--- src/rtl/stump_sequencer.sv ---
// Control sequencer for the STUMP processor: FETCH / EXECUTE / MEMORY / HALT with combinational decode.
// Optional macro STUMP_WAITSTATE_EN makes FETCH and MEMORY wait on mem_ready; without it both take one cycle.
module stump_sequencer #(
  parameter int DATA_WIDTH = 16,
  parameter int CNT_WIDTH  = 16
) (
  input  logic                  clk,
  input  logic                  rst,
  input  logic [DATA_WIDTH-1:0] mem_rdata,
  input  logic                  mem_ready,
  input  logic [3:0]            cc,
  input  logic                  halt_req,
  output logic [1:0]            state,
  output logic                  fetch,
  output logic                  execute,
  output logic                  memory,
  output logic [15:0]           ir,
  output logic                  ext_op,
  output logic                  reg_write,
  output logic                  opB_mux_sel,
  output logic                  cc_en,
  output logic                  mem_ren,
  output logic                  mem_wen,
  output logic [2:0]            dest,
  output logic [2:0]            srcA,
  output logic [2:0]            srcB,
  output logic [2:0]            alu_func,
  output logic [1:0]            shift_op,
  output logic                  branch_taken,
  output logic [CNT_WIDTH-1:0]  retired
);

  typedef enum logic [1:0] {
    S_FETCH = 2'b00,
    S_EXEC  = 2'b01,
    S_MEM   = 2'b10,
    S_HALT  = 2'b11
  } state_t;

  state_t                state_q, state_d;
  logic [15:0]           ir_q, ir_d;
  logic [CNT_WIDTH-1:0]  retired_q, retired_d;
  logic                  ready;
  logic                  done;
  logic                  cond_true;
  logic                  is_ldst, is_bcc;
  logic                  flag_n, flag_z, flag_v, flag_c;

`ifdef STUMP_WAITSTATE_EN
  assign ready = mem_ready;
`else
  logic unused_mem_ready;
  assign unused_mem_ready = mem_ready;
  assign ready = 1'b1;
`endif

  // Only bits [15:0] carry the instruction; wider buses are tolerated.
  logic unused_rdata;
  assign unused_rdata = ^mem_rdata;

  assign {flag_n, flag_z, flag_v, flag_c} = cc;
  assign is_ldst = (ir_q[15:13] == 3'b110);
  assign is_bcc  = (ir_q[15:13] == 3'b111);

  always_comb begin
    cond_true = 1'b0;
    case (ir_q[11:8])
      4'd0:  cond_true = 1'b1;
      4'd1:  cond_true = 1'b0;
      4'd2:  cond_true = ~(flag_c | flag_z);
      4'd3:  cond_true = flag_c | flag_z;
      4'd4:  cond_true = ~flag_c;
      4'd5:  cond_true = flag_c;
      4'd6:  cond_true = ~flag_z;
      4'd7:  cond_true = flag_z;
      4'd8:  cond_true = ~flag_v;
      4'd9:  cond_true = flag_v;
      4'd10: cond_true = ~flag_n;
      4'd11: cond_true = flag_n;
      4'd12: cond_true = flag_n ~^ flag_v;
      4'd13: cond_true = flag_n ^ flag_v;
      4'd14: cond_true = ~((flag_n ^ flag_v) | flag_z);
      default: cond_true = (flag_n ^ flag_v) | flag_z;
    endcase
  end

  always_ff @(posedge clk) begin
    if (rst) begin
      state_q   <= S_FETCH;
      ir_q      <= 16'h0000;
      retired_q <= '0;
    end else begin
      state_q   <= state_d;
      ir_q      <= ir_d;
      retired_q <= retired_d;
    end
  end

  // done marks instruction completion; halt_req is only looked at there or in HALT.
  always_comb begin
    state_d   = state_q;
    ir_d      = ir_q;
    retired_d = retired_q;
    done      = 1'b0;
    case (state_q)
      S_FETCH: begin
        if (ready) begin
          ir_d    = mem_rdata[15:0];
          state_d = S_EXEC;
        end
      end
      S_EXEC: begin
        if (is_ldst) state_d = S_MEM;
        else         done    = 1'b1;
      end
      S_MEM: begin
        if (ready) done = 1'b1;
      end
      default: begin
        if (!halt_req) state_d = S_FETCH;
      end
    endcase
    if (done) begin
      retired_d = retired_q + CNT_WIDTH'(1);
      state_d   = halt_req ? S_HALT : S_FETCH;
    end
  end

  always_comb begin
    ext_op       = 1'b0;
    reg_write    = 1'b0;
    opB_mux_sel  = 1'b0;
    cc_en        = 1'b0;
    mem_ren      = 1'b0;
    mem_wen      = 1'b0;
    dest         = 3'd0;
    srcA         = 3'd0;
    srcB         = 3'd0;
    alu_func     = 3'd0;
    shift_op     = 2'd0;
    branch_taken = 1'b0;
    case (state_q)
      S_FETCH: begin
        mem_ren   = 1'b1;
        reg_write = ready;
        dest      = 3'd7;
        srcA      = 3'd7;
      end
      S_EXEC: begin
        if (is_bcc) begin
          branch_taken = cond_true;
          ext_op       = 1'b1;
          dest         = 3'd7;
          srcA         = 3'd7;
          alu_func     = 3'b111;
          reg_write    = cond_true;
        end else if (is_ldst) begin
          alu_func    = 3'b110;
          opB_mux_sel = ir_q[12];
          srcA        = ir_q[7:5];
          srcB        = ir_q[4:2];
        end else begin
          reg_write = 1'b1;
          dest      = ir_q[10:8];
          srcA      = ir_q[7:5];
          alu_func  = ir_q[15:13];
          cc_en     = ir_q[11];
          if (ir_q[12]) begin
            opB_mux_sel = 1'b1;
          end else begin
            srcB     = ir_q[4:2];
            shift_op = ir_q[1:0];
          end
        end
      end
      S_MEM: begin
        mem_ren   = ~ir_q[11];
        mem_wen   = ir_q[11];
        reg_write = ~ir_q[11] & ready;
        dest      = ir_q[10:8];
        if (ir_q[11]) srcA = ir_q[10:8];
      end
      default: ;
    endcase
  end

  assign state   = state_q;
  assign fetch   = (state_q == S_FETCH);
  assign execute = (state_q == S_EXEC);
  assign memory  = (state_q == S_MEM);
  assign ir      = ir_q;
  assign retired = retired_q;

endmodule

--- config.mk ---
export PLATFORM = sky130hd
export DESIGN_NAME = stump_sequencer
export DESIGN_NICKNAME = d
export VERILOG_FILES = /design/src/rtl/stump_sequencer.sv
export SDC_FILE = /design/constraint.sdc
export NUM_CORES = 1
export LEC_CHECK = 0
export CAP_MARGIN = 20
export CORE_MARGIN = 1
export CORE_UTILIZATION = 42
export DETAILED_ROUTE_END_ITERATION = 8
export PLACE_DENSITY = 0.85
export SYNTH_ARGS = -nofsm -noshare
export SYNTH_HDL_FRONTEND = slang
export SYNTH_SLANG_ARGS = --single-unit
--- constraint.sdc ---
create_clock -name clk -period 2.2 [get_ports clk]
set_input_delay 0.44 -clock clk [delete_from_list [all_inputs] [get_ports clk]]
set_output_delay 0.44 -clock clk [all_outputs]
set_load 0.02 [all_outputs]
==> impl_metrics.py <==
metrics = {
    "status": {
        "status": "finished with violations",
        "violations": "negative setup slack",
    },
    "setup_path": {
        "path_max_fanout": 4,
        "cp-startpoint": "cc[1]",
        "worstSetupStartpointType": "input port",
        "r2r_slack_ns": 0.22,
        "r2r_cells": 8,
        "endpoint": "reg_write",
        "endpoint_kind": "primary output",
        "reg2reg_from": "state[1]",
        "required_ns": 1.76,
        "critPathKind": "in -> out",
        "timing.rr.end": "retired[11]",
        "worstPathArrival_ns": 1.89,
    },
    "job": {
        "cap_violations": 0,
    },
    "die": {
        "pin_count": 82,
        "rows": 24,
        "start_util": 0.436,
        "fp.dieW_um": 69.0,
        "dieArea_um2": 4760,
        "die_h_um": 69.0,
        "core_area_um2": 4320,
    },
    "placement": {
        "dp_hpwl_mm": 3.81,
        "portBuffers": 80,
        "dpl_cell_area_um2": 2900,
        "place.gp.congestion": 0.895,
    },
    "synth": {
        "synth_area_per_cell_um2": 8.02,
        "synth.yosys.seq_area_share": 0.361,
        "ys_seq_elements": 34,
        "synth_fa_ha_area_frac": 0.0332,
        "synth_top_family_by_area": "simple AND/OR/NAND/NOR gates",
        "synth_cell_types": 40,
        "synthFlopType": "dfxtp_1",
        "synth_mux_area_frac": 0.0962,
        "async_flop_share": 0,
        "synth_area_um2": 1890,
        "synth_edf_count": 0,
        "syn_inst": 235,
        "synthSimpleGateAreaFrac": 0.281,
        "synth_compound_area_frac": 0.101,
        "synth_xor_xnor_area_share": 0.0697,
        "synth_warnings": 0,
        "synth_nets": 264,
    },
    "clock_tree": {
        "cts_made_buffers": 5,
        "h-tree-depth": 2,
        "cts_tree": "yes",
        "clkSinkCount": 34,
        "path_clk_slew_ns": 0.07,
        "root_buffer": "clkbuf_8",
        "clk_path_buf_depth": 2,
        "postCtsHoldBufs": 0,
        "post_cts_buffers": 0,
        "insertion_delay_ns": 0.29,
    },
    "grt": {
        "grt_usage": 0.231,
        "grt_pass1_vias": 1940,
        "grt-ovfl-total": 0,
        "grt_pass1_wl_mm": 9.03,
        "antenna_found_initial": 0,
        "grt_max_degree": 35,
    },
    "timing": {
        "rsz0062_at_grt": "true",
        "report.final.slew_viol_count": 0,
        "fin_skew_ns": 0.00355,
        "maxSlewHeadroom": 0.687,
        "fin_crit_sh": 1.06,
        "tightest_slew_ns": 0.465,
        "fin_crit_ns": 2.33,
        "final_hold_viol_count": 0,
        "setup_slack_ns": -0.132,
        "max_freq_ghz": 0.429,
        "setup_viol": 2,
    },
    "cells_and_area": {
        "final_util": 0.707,
        "drive_above_1_share": 0.229,
        "fill_cells": 358,
        "diodes": 0,
        "multiInputGateArea_um2": 1220,
        "stdcell_area_um2": 3060,
        "area_delta_synth_final_pct": 62.1,
        "nets": 361,
        "seqCellArea_um2": 686,
    },
    "route": {
        "first_pass_iters": 4,
        "viasPerCell": 5.27,
        "wire_per_inst_um": 14.2,
        "vias": 2024,
        "drc": 0,
        "first_iter_violations": 166,
        "wl_mm": 5.45,
        "ant_nets": 0,
    },
    "pwr": {
        "peakVddDrop_uv": 591,
        "power_density_nw_per_um2": 1110,
        "p_leak_uw": 0.00134,
        "total_power_uw": 3380,
    },
    "min_path": {
        "hold_class": "reg -> reg",
    },
}
metal layers:
| metal | GRT usage | wire length [µm] | part of all wire |
|---|---|---|---|
| met1 | 0.275 | 2340 | 0.43 |
| met3 | 0.0453 | 253 | 0.046 |
| met2 | 0.411 | 2770 | 0.51 |
| met5 | 0 | 0 | 0 |
| met4 | 0.0771 | 85 | 0.016 |
worst max-delay path, cell delays in order:
cell	delay, ns
clkdlybuf4s15_1	0.26
nor3b_2	0.20
o211ai_1	0.22
a31oi_1	0.15
a311oi_2	0.33
o22ai_1	0.12
buf_2	0.17
flip-flops by register name, summed over array words and instances (netlist names):
signal / count
state: 2
ir: 16
retired: 16
layout make-up:
| class | count | share of cell area |
|---|---|---|
| sequential | 34 | 0.224 |
| timing repair buffer | 105 | 0.304 |
| clock buffer | 6 | 0.0270 |
| tap | 52 | 0.0213 |
| clock inverter | 1 | 0.00982 |
| multi-input combinational | 175 | 0.400 |
| inverter | 11 | 0.0135 |
kinds of logic after synthesis:
logic type | count (synthesis)
AND/OR/NAND/NOR | 105
flip-flops | 34
AO/OA/AOI/OAI | 32
buffers and inverters | 26
multiplexers | 18
XOR/XNOR | 15
adder cells (fa/ha/maj) | 5
synthesized netlist by cell type (all sizes together) (5+ instances only):
master | count | area, µm²
dfxtp | 34 | 681
ha | 5 | 62.6
nand3 | 8 | 50.1
xor2 | 11 | 96.3
clkbuf | 5 | 18.8
and2 | 9 | 56.3
mux2i | 17 | 170
a21oi | 14 | 70.1
nand2 | 19 | 73.8
nand4 | 10 | 62.6
buf | 10 | 50.1
inv | 11 | 41.3
nor2 | 40 | 150
per-stage QoR:
| step | setup WS, ns | instances | TNS (ns) | hold WS (ns) |
|---|---|---|---|---|
| 3_5_place_dp | -0.834 | 377 | -2.29 | 0.493 |
| 2_1_floorplan | 0.0199 | 235 | 0 | 0.565 |
| 6_report | -0.132 | 384 | -0.223 | 0.501 |
| 5_1_grt | -0.183 | 384 | -0.341 | 0.529 |
| 3_3_place_gp | -0.783 | 377 | -1.96 | 0.490 |
| 4_1_cts | -0.0689 | 384 | -0.0697 | 0.503 |
worst min-delay path by stage:
| stage | startpoint | to | slack, ns | cells past startpoint |
|---|---|---|---|---|
| 2_1_floorplan | retired[1] | retired[1] | 0.56 | 2 |
| 3_3_place_gp | retired[13] | retired[13] | 0.49 | 2 |
| 3_5_place_dp | retired[13] | retired[13] | 0.49 | 2 |
| 4_1_cts | retired[13] | retired[13] | 0.50 | 2 |
| 5_1_grt | retired[13] | retired[13] | 0.53 | 2 |
| 6_report | retired[13] | retired[13] | 0.50 | 2 |
placed cells by master (no fill, tap or decap), drive strengths merged, types with 5 or more instances in the layout:
master	instances
nand3	8
buf	31
clkdlybuf4s50	53
ha	5
and2	9
dlygate4sd2	9
dfxtp	34
nand4	10
nand2	19
a21oi	14
xor2	11
clkbuf	12
mux2i	17
nor2	40
inv	11
power by group:
part           switching, µW  internal [µW]  leakage [µW]
clock network            225            362     0.0000573
registers                102            713      0.000279
logic                   1090            883       0.00100
timing repair:
action                     in CTS  in global routing
resized for setup              59                 27
cloned                          0                  0
pin swaps                       5                  2
setup endpoints to repair      23                 13
Power figures use the tool's default switching activity.
